==> src/rtl/renode_gpio_bridge.sv <==
// GPIO bridge between fabric and Renode. Synchronised inputs produce change events
// through a FIFO. Commands from Renode drive individual output bits and get a one-cycle response.
module renode_gpio_bridge #(
    parameter int InputsCount    = 1,
    parameter int OutputsCount   = 1,
    parameter int EventFifoDepth = 8,
    parameter int SyncStages     = 2,
    parameter logic [OutputsCount-1:0] OutputsResetValue = '0
) (
    input  logic                    clk,
    input  logic                    rst,
    input  logic [InputsCount-1:0]  renode_inputs,
    output logic [OutputsCount-1:0] renode_outputs,
    output logic                    event_valid,
    input  logic                    event_ready,
    output logic [63:0]             event_number,
    output logic                    event_value,
    output logic                    event_overflow,
    input  logic                    cmd_valid,
    output logic                    cmd_ready,
    input  logic [63:0]             cmd_number,
    input  logic                    cmd_value,
    output logic                    resp_valid,
    output logic                    resp_error
);
    localparam int IdxW = (InputsCount > 1) ? $clog2(InputsCount) : 1;
    localparam int PtrW = $clog2(EventFifoDepth);
    localparam int CntW = PtrW + 1;

    logic [InputsCount-1:0] sync_q [SyncStages];
    logic [InputsCount-1:0] prev_q, pending_q, pending_d;
    logic [InputsCount-1:0] level, chg, eff, push_oh;
    logic [IdxW:0]          mem_q [EventFifoDepth];
    logic [PtrW-1:0]        wr_q, rd_q;
    logic [CntW-1:0]        count_q;
    logic [IdxW-1:0]        push_idx;
    logic                   push_val, push, pop, full, ovf_set, overflow_q;

    // Reset loads the live input level so levels present at release raise no events.
    always_ff @(posedge clk) begin
        if (rst) begin
            for (int k = 0; k < SyncStages; k++) sync_q[k] <= renode_inputs;
            prev_q <= renode_inputs;
        end else begin
            sync_q[0] <= renode_inputs;
            for (int k = 1; k < SyncStages; k++) sync_q[k] <= sync_q[k-1];
            prev_q <= level;
        end
    end

    assign level       = sync_q[SyncStages-1];
    assign chg         = level ^ prev_q;
    assign full        = (count_q == CntW'(EventFifoDepth));
    assign event_valid = (count_q != '0);
    assign pop         = event_valid & event_ready;

    always_comb begin
        eff      = pending_q | chg;
        push_idx = '0;
        push_val = 1'b0;
        for (int i = InputsCount - 1; i >= 0; i--) begin
            if (eff[i]) begin
                push_idx = IdxW'(i);
                push_val = level[i];
            end
        end
        push = (|eff) & (~full | pop);
        for (int i = 0; i < InputsCount; i++) push_oh[i] = push && (push_idx == IdxW'(i));
        // A fresh change on a bit being pushed this cycle keeps it pending.
        pending_d = (eff & ~push_oh) | (chg & pending_q);
        ovf_set   = full & (|(chg & pending_q));
    end

    always_ff @(posedge clk) begin
        if (rst) begin
            wr_q       <= '0;
            rd_q       <= '0;
            count_q    <= '0;
            pending_q  <= '0;
            overflow_q <= 1'b0;
        end else begin
            if (push) wr_q <= wr_q + PtrW'(1);
            if (pop)  rd_q <= rd_q + PtrW'(1);
            count_q    <= count_q + CntW'(push) - CntW'(pop);
            pending_q  <= pending_d;
            overflow_q <= overflow_q | ovf_set;
        end
    end

    always_ff @(posedge clk) begin
        if (push) mem_q[wr_q] <= {push_idx, push_val};
    end

    assign event_number   = 64'(mem_q[rd_q][IdxW:1]);
    assign event_value    = mem_q[rd_q][0];
    assign event_overflow = overflow_q;

    typedef enum logic [1:0] {IDLE, APPLY, RESP} state_t;
    state_t                  state_q;
    logic [63:0]             num_q;
    logic                    val_q, in_range, resp_valid_q, resp_err_q;
    logic [OutputsCount-1:0] out_q, out_apply;

    // Full-width compare: no aliasing of large command numbers onto low bits.
    always_comb begin
        out_apply = out_q;
        in_range  = (num_q < 64'(OutputsCount));
        for (int i = 0; i < OutputsCount; i++) begin
            if (num_q == 64'(i)) out_apply[i] = val_q;
        end
    end

    always_ff @(posedge clk) begin
        if (rst) begin
            state_q      <= IDLE;
            out_q        <= OutputsResetValue;
            resp_valid_q <= 1'b0;
            resp_err_q   <= 1'b0;
        end else begin
            case (state_q)
                IDLE: begin
                    resp_valid_q <= 1'b0;
                    if (cmd_valid) begin
                        num_q   <= cmd_number;
                        val_q   <= cmd_value;
                        state_q <= APPLY;
                    end
                end
                APPLY: begin
                    out_q        <= out_apply;
                    resp_err_q   <= ~in_range;
                    resp_valid_q <= 1'b1;
                    state_q      <= RESP;
                end
                RESP: begin
                    resp_valid_q <= 1'b0;
                    state_q      <= IDLE;
                end
                default: state_q <= IDLE;
            endcase
        end
    end

    assign cmd_ready      = (state_q == IDLE);
    assign resp_valid     = resp_valid_q;
    assign resp_error     = resp_err_q;
    assign renode_outputs = out_q;
endmodule

==> config.mk <==
export PLATFORM = sky130hd
export DESIGN_NAME = renode_gpio_bridge
export DESIGN_NICKNAME = d
export VERILOG_FILES = /design/src/rtl/renode_gpio_bridge.sv
export SDC_FILE = /design/constraint.sdc
export NUM_CORES = 1
export LEC_CHECK = 0
export ABC_AREA = 1
export CORE_ASPECT_RATIO = 0.9
export CORE_MARGIN = 2
export CORE_UTILIZATION = 42
export CTS_BUF_LIST = sky130_fd_sc_hd__clkbuf_8
export CTS_CLUSTER_DIAMETER = 200
export DETAILED_ROUTE_END_ITERATION = 8
export PLACE_DENSITY = 0.76
export SYNTH_ARGS = -nofsm -noshare
export SYNTH_HDL_FRONTEND = slang
export SYNTH_SLANG_ARGS = --single-unit
==> constraint.sdc <==
create_clock -name clk -period 4.05 [get_ports clk]
set_input_delay 0.405 -clock clk [delete_from_list [all_inputs] [get_ports clk]]
set_output_delay 0.405 -clock clk [all_outputs]
set_load 0.05 [all_outputs]
==> results of run 1 <==
==> routing by layer <==
metal / vias to the layer above / wire (um)
met2: 114 / 2762
met3: 15 / 510
li1: 1169 / -
met5: - / 0
met4: 0 / 177
met1: 998 / 2412
==> report_power, final <==
part | internal, uW | switching, uW | total (uW)
clock | 229 | 332 | 560
combinational | 183 | 367 | 551
sequential | 1140 | 42.4 | 1190
total | 1560 | 742 | 2300
==> worst max-delay path, stage by stage, from the launching register on <==
cell and delay (ns):
dfxtp_1 0.34, inv_1 0.11, nor2_1 0.05, o32ai_1 0.22, inv_1 0.06, o21ai_0 0.14, clkdlybuf4s50_1 0.82
==> flip-flops by register name, indices dropped and copies added (netlist names), 2 cells and up, named ones only <==
signal,count
count_q,4
mem_q,8
num_q,64
rd_q,3
state_q,2
sync_q,2
wr_q,3
==> how the worst min path moves through the flow <==
stage,start,to
finish,sync_q[0][0],sync_q[0][1]
global route,sync_q[0][0],sync_q[0][1]
CTS,sync_q[0][0],sync_q[0][1]
detailed placement,sync_q[0][0],sync_q[0][1]
global placement,sync_q[0][0],sync_q[0][1]
floorplan,sync_q[0][0],sync_q[0][1]
==> stage by stage <==
stage / instances / util
after global routing: 548 / 0.5281
after floorplan: 400 / -
after CTS: 548 / 0.5281
after global placement: 532 / 0.5088
final: 548 / 0.5281
after detailed placement: 532 / 0.5088
==> layout make-up <==
| class | count | area, um2 |
|---|---|---|
| tap | 122 | 152.6 |
| timing repair buffer | 77 | 780.7 |
| clock inverter | 7 | 53.80 |
| inverter | 26 | 97.59 |
| fill | 785 | 4345 |
| sequential | 96 | 2653 |
| clock buffer | 9 | 123.9 |
| multi-input combinational | 211 | 1001 |
==> cells by family (layout without fill, tap and decap cells) <==
group                    after synthesis  in the layout  share of synthesized area
buffers and inverters                 93            119                     0.1487
XOR/XNOR                               2              2                   0.004374
other                                  1             64                  0.0009363
flip-flops                            96             96                     0.6623
adder cells (fa/ha/maj)                9              9                    0.02999
AO/OA/AOI/OAI                         24             24                    0.03249
AND/OR/NAND/NOR                      112            112                     0.1212
==> cell usage in the layout, fill, tap and decap left out, types with 2 or more instances in the layout <==
cell type,n
clkdlybuf4s50_1,76
edfxtp_1,73
conb_1,64
nor2_1,55
nand2_1,30
inv_1,26
dfxtp_1,23
a21oi_1,11
nor3_1,9
clkbuf_8,9
ha_1,8
o21ai_0,7
nand4_1,4
nand2_2,3
o21ai_1,3
nand3_1,3
inv_6,3
xnor2_1,2
o32ai_1,2
nor2_4,2
nor2_2,2
clkinvlp_4,2
==> impl_results.md, run 1 <==
- Outcome: complete, no violations
- Synthesized flop and latch total: 96
- Area Overhead vs Synth: 21.40%
- Area of placed instances: 4684 um2
- Total global-route track usage: 0.1202
- Syn Area/Cell: 11.88 um2
- Post-route DRC: 0
- Core Area: 9208 um2
- DR iter-0 viols: 110
- Share of layout cells above drive strength 1: 0.06103
- Clock slew at reported path FFs: 0.09 ns
- Vias in the first global route: between 2000 and 2500
- Most Crowded Layer GR: met2
- Min cycle time layout: between 2 and 2.5 ns
- Share of the synthesized area in the top cell type: 0.5473
- WL per Instance: 10.70 um
- Post-CTS Setup Bufs: 0
- CTS root buf: clkbuf_8
- Vias: 2296
- GR Layer Usage met3: 0.03504
- Top FF cell, synth: edfxtp_1
- Final Total Pwr: between 2000 and 2500 uW
- Most common cell in the synthesized netlist: edfxtp_1
- CTS Buf Count: 9
- Arrival @ worst endpoint: 2.08 ns
- Max FO, Critical Path: 5
- Worst-Margin Slew: ~0.8 ns
- Synth cell count leaders: edfxtp_1, buf_4, nor2_1, nand2_1, inv_1
- H-tree levels: 3
- Initial antenna violation count: 0
- R2R setup slack: between 1.5 and 2 ns
- Die X: 106.9 um
- Post-route cell area: 4862 um2
- Largest net degree at the start of global routing: 38
- Synth Instances: about 340
- Port Buffers: 76
- Clock Sinks: 96
- First-pass GRT wire length: 9680 um
- Max Cap Viol: 0
- Leakage Power: 0.001839 uW
- Initial Util: 0.4350
- Sequential cell area fraction in the yosys report: 0.6623
- Rel. slew slack: 0.4669
- Setup TNS: 0 ns
- Synth unique cells: 27
- Post-CTS Resized: 0
- CTS tree: yes
- Drt via density: 4.190
- Max IR drop VDD: approximately 0.19 mV
- Mapped Area: 4005 um2
- Slew Viols, Final: 0
- Hold Path Cell Cnt: 2
- Row cnt: 33
- GP Congestion: just under 0.7
- Clock Tree Buf Depth: 2
- Final hold viol count: 0
- Setup slack after layout: 1.564 ns
- Post-synth EDFFs: 73
- Skew-Pair Late Insertion Delay: 0.35 ns
- Hold slack: between 0.4 and 0.5 ns
- Ys async rst share: 0
- GRT overflow: 0
- Setup violations, final: 0
- RSZ-0062 raised after global routing: no
- Crit path capture type: output pin
- Worst setup SP type: flop
- RR Endpoint: count_q[2]
- Worst reg2reg path depth: 11
- Placed wire-length estimate: ~4500 um
- Die area: slightly above 10000 um2
- # diodes: 0
- Die Y: 96.64 um
- Skew final: 0.01236 ns
- Crit path kind: flop to output pin
- Final nets: 500
- Hold buffer count at cts: 0
- Antenna Nets Post-Route: 0
- Critical R2R Launch: count_q[2]
- Largest area contributor in the netlist: edfxtp_1
- GR Util met1: 0.1379
- Tcrit/Tclk final: 0.6137
- Pwr per Cell Area: 472.6 nW/um2
- # IOs: roughly 140
- DP Worst Slack: roughly 1.5 ns
- Critical Path End: event_value
- Warnings from Yosys: 0
- Crit path required time: 3.64 ns
- Ranking of synthesized cells by area: edfxtp_1, buf_4, dfxtp_1
- DR pass1 iterations: 4
- Peak Freq: about 400 MHz
- Met2 usage: 0.1979
- Worst Hold Class: flop to flop
- Final WL: 5862 um
(Power assumes the default switching activity.)
==> inputs of run 2 (changes only) <==
- CORE_UTILIZATION: 42 -> 45
- PLACE_DENSITY: 0.76 -> 0.78
- clock period: 4.05 -> 2.55 ns (I/O delays scaled with it)
==> run 2 against run 1 <==
Die area is 6.4% lower. Flip-flop and latch count stayed put. Critical endpoint is now count_q[1]. Count of clock-buffer cells in the layout stayed put. Sequential power is 58% higher.
==> impl_results.md, run 2 (synthesis results as in run 1) <==
- CTS Buf Count: 9 (unchanged)
- Final WL: 6367 um (+8.6%)
- # IOs: 141 (unchanged)
- DR iter-0 viols: 46 (-58%)
- Crit path capture type: flop
- First-pass GRT wire length: 10240 um (+5.8%)
- Hold buffer count at cts: 0 (unchanged)
- CTS root buf: clkbuf_8
- Vias in the first global route: 2345 (+6.2%)
- Final nets: 501 (+0.20%)
- Max IR drop VDD: 0.3511 mV (+85%)
- Die area: 9672 um2 (-6.4%)
- Initial antenna violation count: 0 (unchanged)
- Row cnt: 32 (-3.0%)
- Peak Freq: 470.3 MHz
- Share of layout cells above drive strength 1: 0.06323 (+0.002199)
- Pwr per Cell Area: 760.0 nW/um2 (+61%)
- Placed wire-length estimate: 4740 um (+4.3%)
- Largest net degree at the start of global routing: 66 (+74%)
- Post-route DRC: 0 (unchanged)
- Hold slack: 0.3977 ns (-0.03595 ns)
- Setup TNS: 0 ns (unchanged)
- Vias: 2354 (+2.5%)
- Drt via density: 4.311 (+2.9%)
- Setup slack after layout: 0.4235 ns (-1.141 ns)
- Slew Viols, Final: 0 (unchanged)
- # diodes: 0 (unchanged)
- Clock Tree Buf Depth: 2 (unchanged)
- Port Buffers: 76 (unchanged)
- Initial Util: 0.4653 (+0.03028)
- Commonest non-fill, non-tap cell in the layout: clkdlybuf4s50_1
- Clock Sinks: 96 (unchanged)
- Antenna Nets Post-Route: 0 (unchanged)
- Min cycle time layout: 2.127 ns
- Worst Hold Class: input port to flop
- Post-CTS Setup Bufs: 0 (unchanged)
- Skew-Pair Late Insertion Delay: 0.35 ns (about the same)
- Max FO, Critical Path: 3 (-2)
- Outcome: complete, no violations
- Max Cap Viol: 0 (unchanged)
- GP Congestion: 0.7554 (+9.6%)
- Biggest regs: num_q: 64 flops, mem_q: 8 flops, count_q: 4 flops
- Worst-Margin Slew: 0.5337 ns (-0.2641 ns)
- Worst setup SP type: flop
- Die Y: 93.50 um (-3.2%)
- Skew final: 0.01041 ns (-0.001948 ns)
- Setup violations, final: 0 (unchanged)
- Total global-route track usage: 0.1426 (+0.02238)
- CTS tree: yes
- Largest Register: num_q
- Core Area: 8608 um2 (-6.5%)
- H-tree levels: 3 (unchanged)
- RSZ-0062 raised after global routing: no
- Tcrit/Tclk final: 0.8339
- Most frequent cells in the layout: clkdlybuf4s50_1, edfxtp_1, conb_1, nor2_1, nand2_1
- Area Overhead vs Synth: 21.87%
- Rel. slew slack: 0.6431 (+0.1762)
- DR pass1 iterations: 6 (+2)
- Clock slew at reported path FFs: 0.09 ns (about the same)
- Crit path required time: 2.78 ns (-0.86 ns)
- WL per Instance: 11.66 um (+9.0%)
- Die X: 103.4 um (-3.3%)
- GRT overflow: 0 (unchanged)
- Max reg flops: 64 (unchanged)
- Arrival @ worst endpoint: 2.36 ns (+0.28 ns)
- Final hold viol count: 0 (unchanged)
- DP Worst Slack: 0.3543 ns (-1.171 ns)
- Leakage Power: 0.001868 uW (+1.6%)
- Crit path kind: flop to flop
-- run 2: cell types whose count changed in the layout (fill, tap and decap cells not counted), sizes merged --
cell           change
buf                +1
bufinv             +1
clkdlybuf4s50      -1
clkinv             +1
clkinvlp           -1
dlymetal6s2s       +1
inv                -1
-- run 2: final cells by class --
class | instances | area (um2)
timing repair buffer | 78 | 790.8
inverter | 26 | 97.59
multi-input combinational | 211 | 1003
clock inverter | 7 | 63.81
clock buffer | 9 | 123.9
fill | 732 | 3727
tap | 119 | 148.9
sequential | 96 | 2653
-- run 2: report_power, final --
part	switching (uW)	total [uW]	internal, uW
Combinational	589	885	296
Clock	494	940	447
Sequential	67.0	1880	1820
Total	1150	3710	2560
-- run 2: final timing paths --
kind | startpoint | end | slack [ns] | cells after the start
setup / recovery | count_q[2] | count_q[1] | 0.42 | 11
hold / removal | renode_inputs | sync_q[0][0] | 0.40 | 1
setup reg to reg | count_q[2] | count_q[1] | 0.42 | 11
hold reg to reg | sync_q[0][0] | sync_q[0][1] | 0.43 | 2
-- run 2: stage by stage --
stage / power (uW) / cells / instance area [um2] / utilization
global placement: 2774 / 530 / 4691 / 0.5449
global route: 3935 / 546 / 4881 / 0.5670
detailed placement: 2808 / 530 / 4691 / 0.5449
floorplan: 2635 / 400 / 4252 / -
finish: 3710 / 546 / 4881 / 0.5670
CTS: 3755 / 546 / 4878 / 0.5667
-- run 2: what timing repair did --
| item | in CTS | in global routing |
|---|---|---|
| setup endpoints to repair | 0 | 1 |
| gates resized for setup | 0 | 1 |
| hold endpoints to repair | 0 | 0 |
-- run 2: worst max-delay path, stage by stage, from the launching register on --
cell and delay, ns:
dfxtp_1 0.30, inv_1 0.09, ha_1 0.14, nor3b_1 0.30
nand2_2 0.11, nand2_2 0.08, ha_1 0.23, inv_1 0.07
ha_1 0.18, fa_1 0.41, inv_1 0.06, nor2_1 0.03
-- run 2: per-layer routing --
layer | part of all wire | GRT usage
met1 | 0.40 | 0.1615
met5 | 0 | 0
met3 | 0.091 | 0.04484
met4 | 0.018 | 0.06579
met2 | 0.49 | 0.2430
==> inputs of run 3 (changes only) <==
- clock period: 2.55 -> 2.15 ns (I/O delays scaled with it)
==> run 3 against run 2 <==
Non-clock buffer count up 3. Global-route usage increased by 0.72 points. Hold slack got worse by 0.045 ns. Flip-flop and latch count unchanged. Sequential share of layout area down 1.3 points. Utilization rose by 1.5 points. Critical endpoint unchanged.
==> impl_results.md, run 3 (synthesis results as in run 1) <==
- Total global-route track usage: 0.1498 (+0.007233)
- DR pass1 iterations: 4 (-2)
- Die X: 103.4 um (unchanged)
- Worst Hold Class: input port to flop
- Arrival @ worst endpoint: 2.32 ns (-0.04 ns)
- Area Overhead vs Synth: 25.15%
- Rel. slew slack: 0.6345 (-0.008627)
- Pwr per Cell Area: 942.4 nW/um2 (+24%)
- Leakage Power: 0.001900 uW (+1.7%)
- Worst reg2reg path depth: 11 (unchanged)
- GRT overflow: 0 (unchanged)
- Placed Cells: 532 (+0.38%)
- Die Y: 93.50 um (unchanged)
- First-pass GRT wire length: 10670 um (+4.2%)
- Clock slew at reported path FFs: 0.09 ns (about the same)
- Largest Register: num_q
- Most frequent cells in the layout: clkdlybuf4s50_1, edfxtp_1, conb_1, nor2_1, nand2_1
- Final hold viol count: 0 (unchanged)
- Crit path required time: 2.44 ns (-0.34 ns)
- Largest net degree at the start of global routing: 42 (-36%)
- Die area: 9672 um2 (unchanged)
- Clock Tree Buf Depth: 2 (unchanged)
- Min cycle time layout: 2.031 ns (-0.09599 ns)
- Final nets: 504 (+0.60%)
- Vias: 2388 (+1.4%)
- Initial antenna violation count: 0 (unchanged)
- Finished Layout Cells: 549 (+0.55%)
- Register area: 2656 um2 (+0.14%)
- CTS Buf Count: 9 (unchanged)
- Worst setup SP type: flop
- Outcome: complete, no violations
- DR iter-0 viols: 53 (+15%)
- CTS root buf: clkbuf_8
- Skew final: 0.007585 ns (-0.002828 ns)
- WL per Instance: 12.12 um (+3.9%)
- Initial Util: 0.4653 (unchanged)
- Placed wire-length estimate: 4963 um (+4.7%)
- Setup violations, final: 0 (unchanged)
- # diodes: 0 (unchanged)
- Final WL: 6653 um (+4.5%)
- Final Total Pwr: 4724 uW (+27%)
- Post-route DRC: 0 (unchanged)
- H-tree levels: 3 (unchanged)
- Antenna Nets Post-Route: 0 (unchanged)
- Clock Sinks: 96 (unchanged)
- Max FO, Critical Path: 3 (unchanged)
- Slew Viols, Final: 0 (unchanged)
- Row cnt: 32 (unchanged)
- # IOs: 141 (unchanged)
- Worst-Margin Slew: 0.5466 ns (+0.01290 ns)
- Max reg flops: 64 (unchanged)
- Setup TNS: 0 ns (unchanged)
- Max IR drop VDD: 0.5048 mV (+44%)
- Hold slack: 0.3531 ns (-0.04458 ns)
- Drt via density: 4.350 (+0.89%)
- Skew-Pair Late Insertion Delay: 0.35 ns (about the same)
- Commonest non-fill, non-tap cell in the layout: clkdlybuf4s50_1
- GP Congestion: 0.7889 (+4.4%)
- Fin util: 0.5823 (+0.01526)
- Peak Freq: 492.5 MHz (+4.7%)
- CTS tree: yes
- Crit path kind: flop to flop
- Hold buffer count at cts: 0 (unchanged)
- Crit path capture type: flop
- Filler Cells Inserted: 706 (-3.6%)
- Max Cap Viol: 0 (unchanged)
- Biggest regs: num_q: 64 flops, mem_q: 8 flops, count_q: 4 flops
- Port Buffers: 76 (unchanged)
- Share of layout cells above drive strength 1: 0.1047 (+0.04142)
- Footprint of the multi-input gates: 1082 um2 (+7.9%)
- Hold Path Cell Cnt: 1 (unchanged)
- Core Area: 8608 um2 (unchanged)
- Tcrit/Tclk final: 0.9444 (+0.1105)
- Vias in the first global route: 2387 (+1.8%)
## run 3: cell types whose count changed in the layout (fill, tap and decap cells not counted), sizes merged
| cell | change |
|---|---|
| bufinv | +1 |
| dlymetal6s2s | -1 |
| inv | -2 |
| buf | +4 |
| clkinvlp | -1 |
| clkinv | +2 |
## run 3: worst paths after layout
path                  endpoint  slack [ns]           from
hold / removal    sync_q[0][0]        0.35  renode_inputs
setup / recovery    count_q[1]        0.12     count_q[2]
hold reg to reg   sync_q[0][1]        0.43   sync_q[0][0]
setup reg to reg    count_q[1]        0.12     count_q[2]
## run 3: area by class of cell
class                      count  area share
sequential                    96      0.5300
multi-input combinational    211      0.2159
timing repair buffer          81      0.1613
tap                          119     0.02971
clock buffer                   9     0.02471
inverter                      26     0.01947
clock inverter                 7     0.01897
## run 3: report_power, final
part | internal (uW) | leakage [uW] | switching, uW
combinational | 433 | 0.000921 | 767
sequential | 2160 | 0.000868 | 85.3
clock | 658 | 0.000111 | 624
## run 3: per-stage QoR
step / area [um2] / setup slack (ns)
global route: 5012 / -0.03706
finish: 5012 / 0.1195
floorplan: 4303 / -0.01319
global placement: 4755 / 0.06969
detailed placement: 4755 / 0.01096
CTS: 4974 / 0.03828
## run 3: layer usage
metal  track usage  up-vias  share of wire  wire length (um)
met5             0        -              0                 0
li1              -     1173              -                 -
met2        0.2495      118           0.50              3303
met4       0.07456        0          0.021               143
met3       0.04933       11          0.079               526
met1        0.1711     1086           0.40              2680
## run 3: critical path: stages, from the launching register on
cell and delay [ns]:
dfxtp_2 0.33, inv_2 0.05, ha_1 0.18, nor3b_2 0.16
nand2_2 0.09, nand2_4 0.06, ha_4 0.25, inv_1 0.04
ha_2 0.17, fa_2 0.52, inv_1 0.04, nor2_1 0.09
## run 3: repair_timing
item / CTS / global route
endpoints found under the setup margin: 0 / 2
gates resized for setup: 0 / 7
setup buffers: 0 / 1
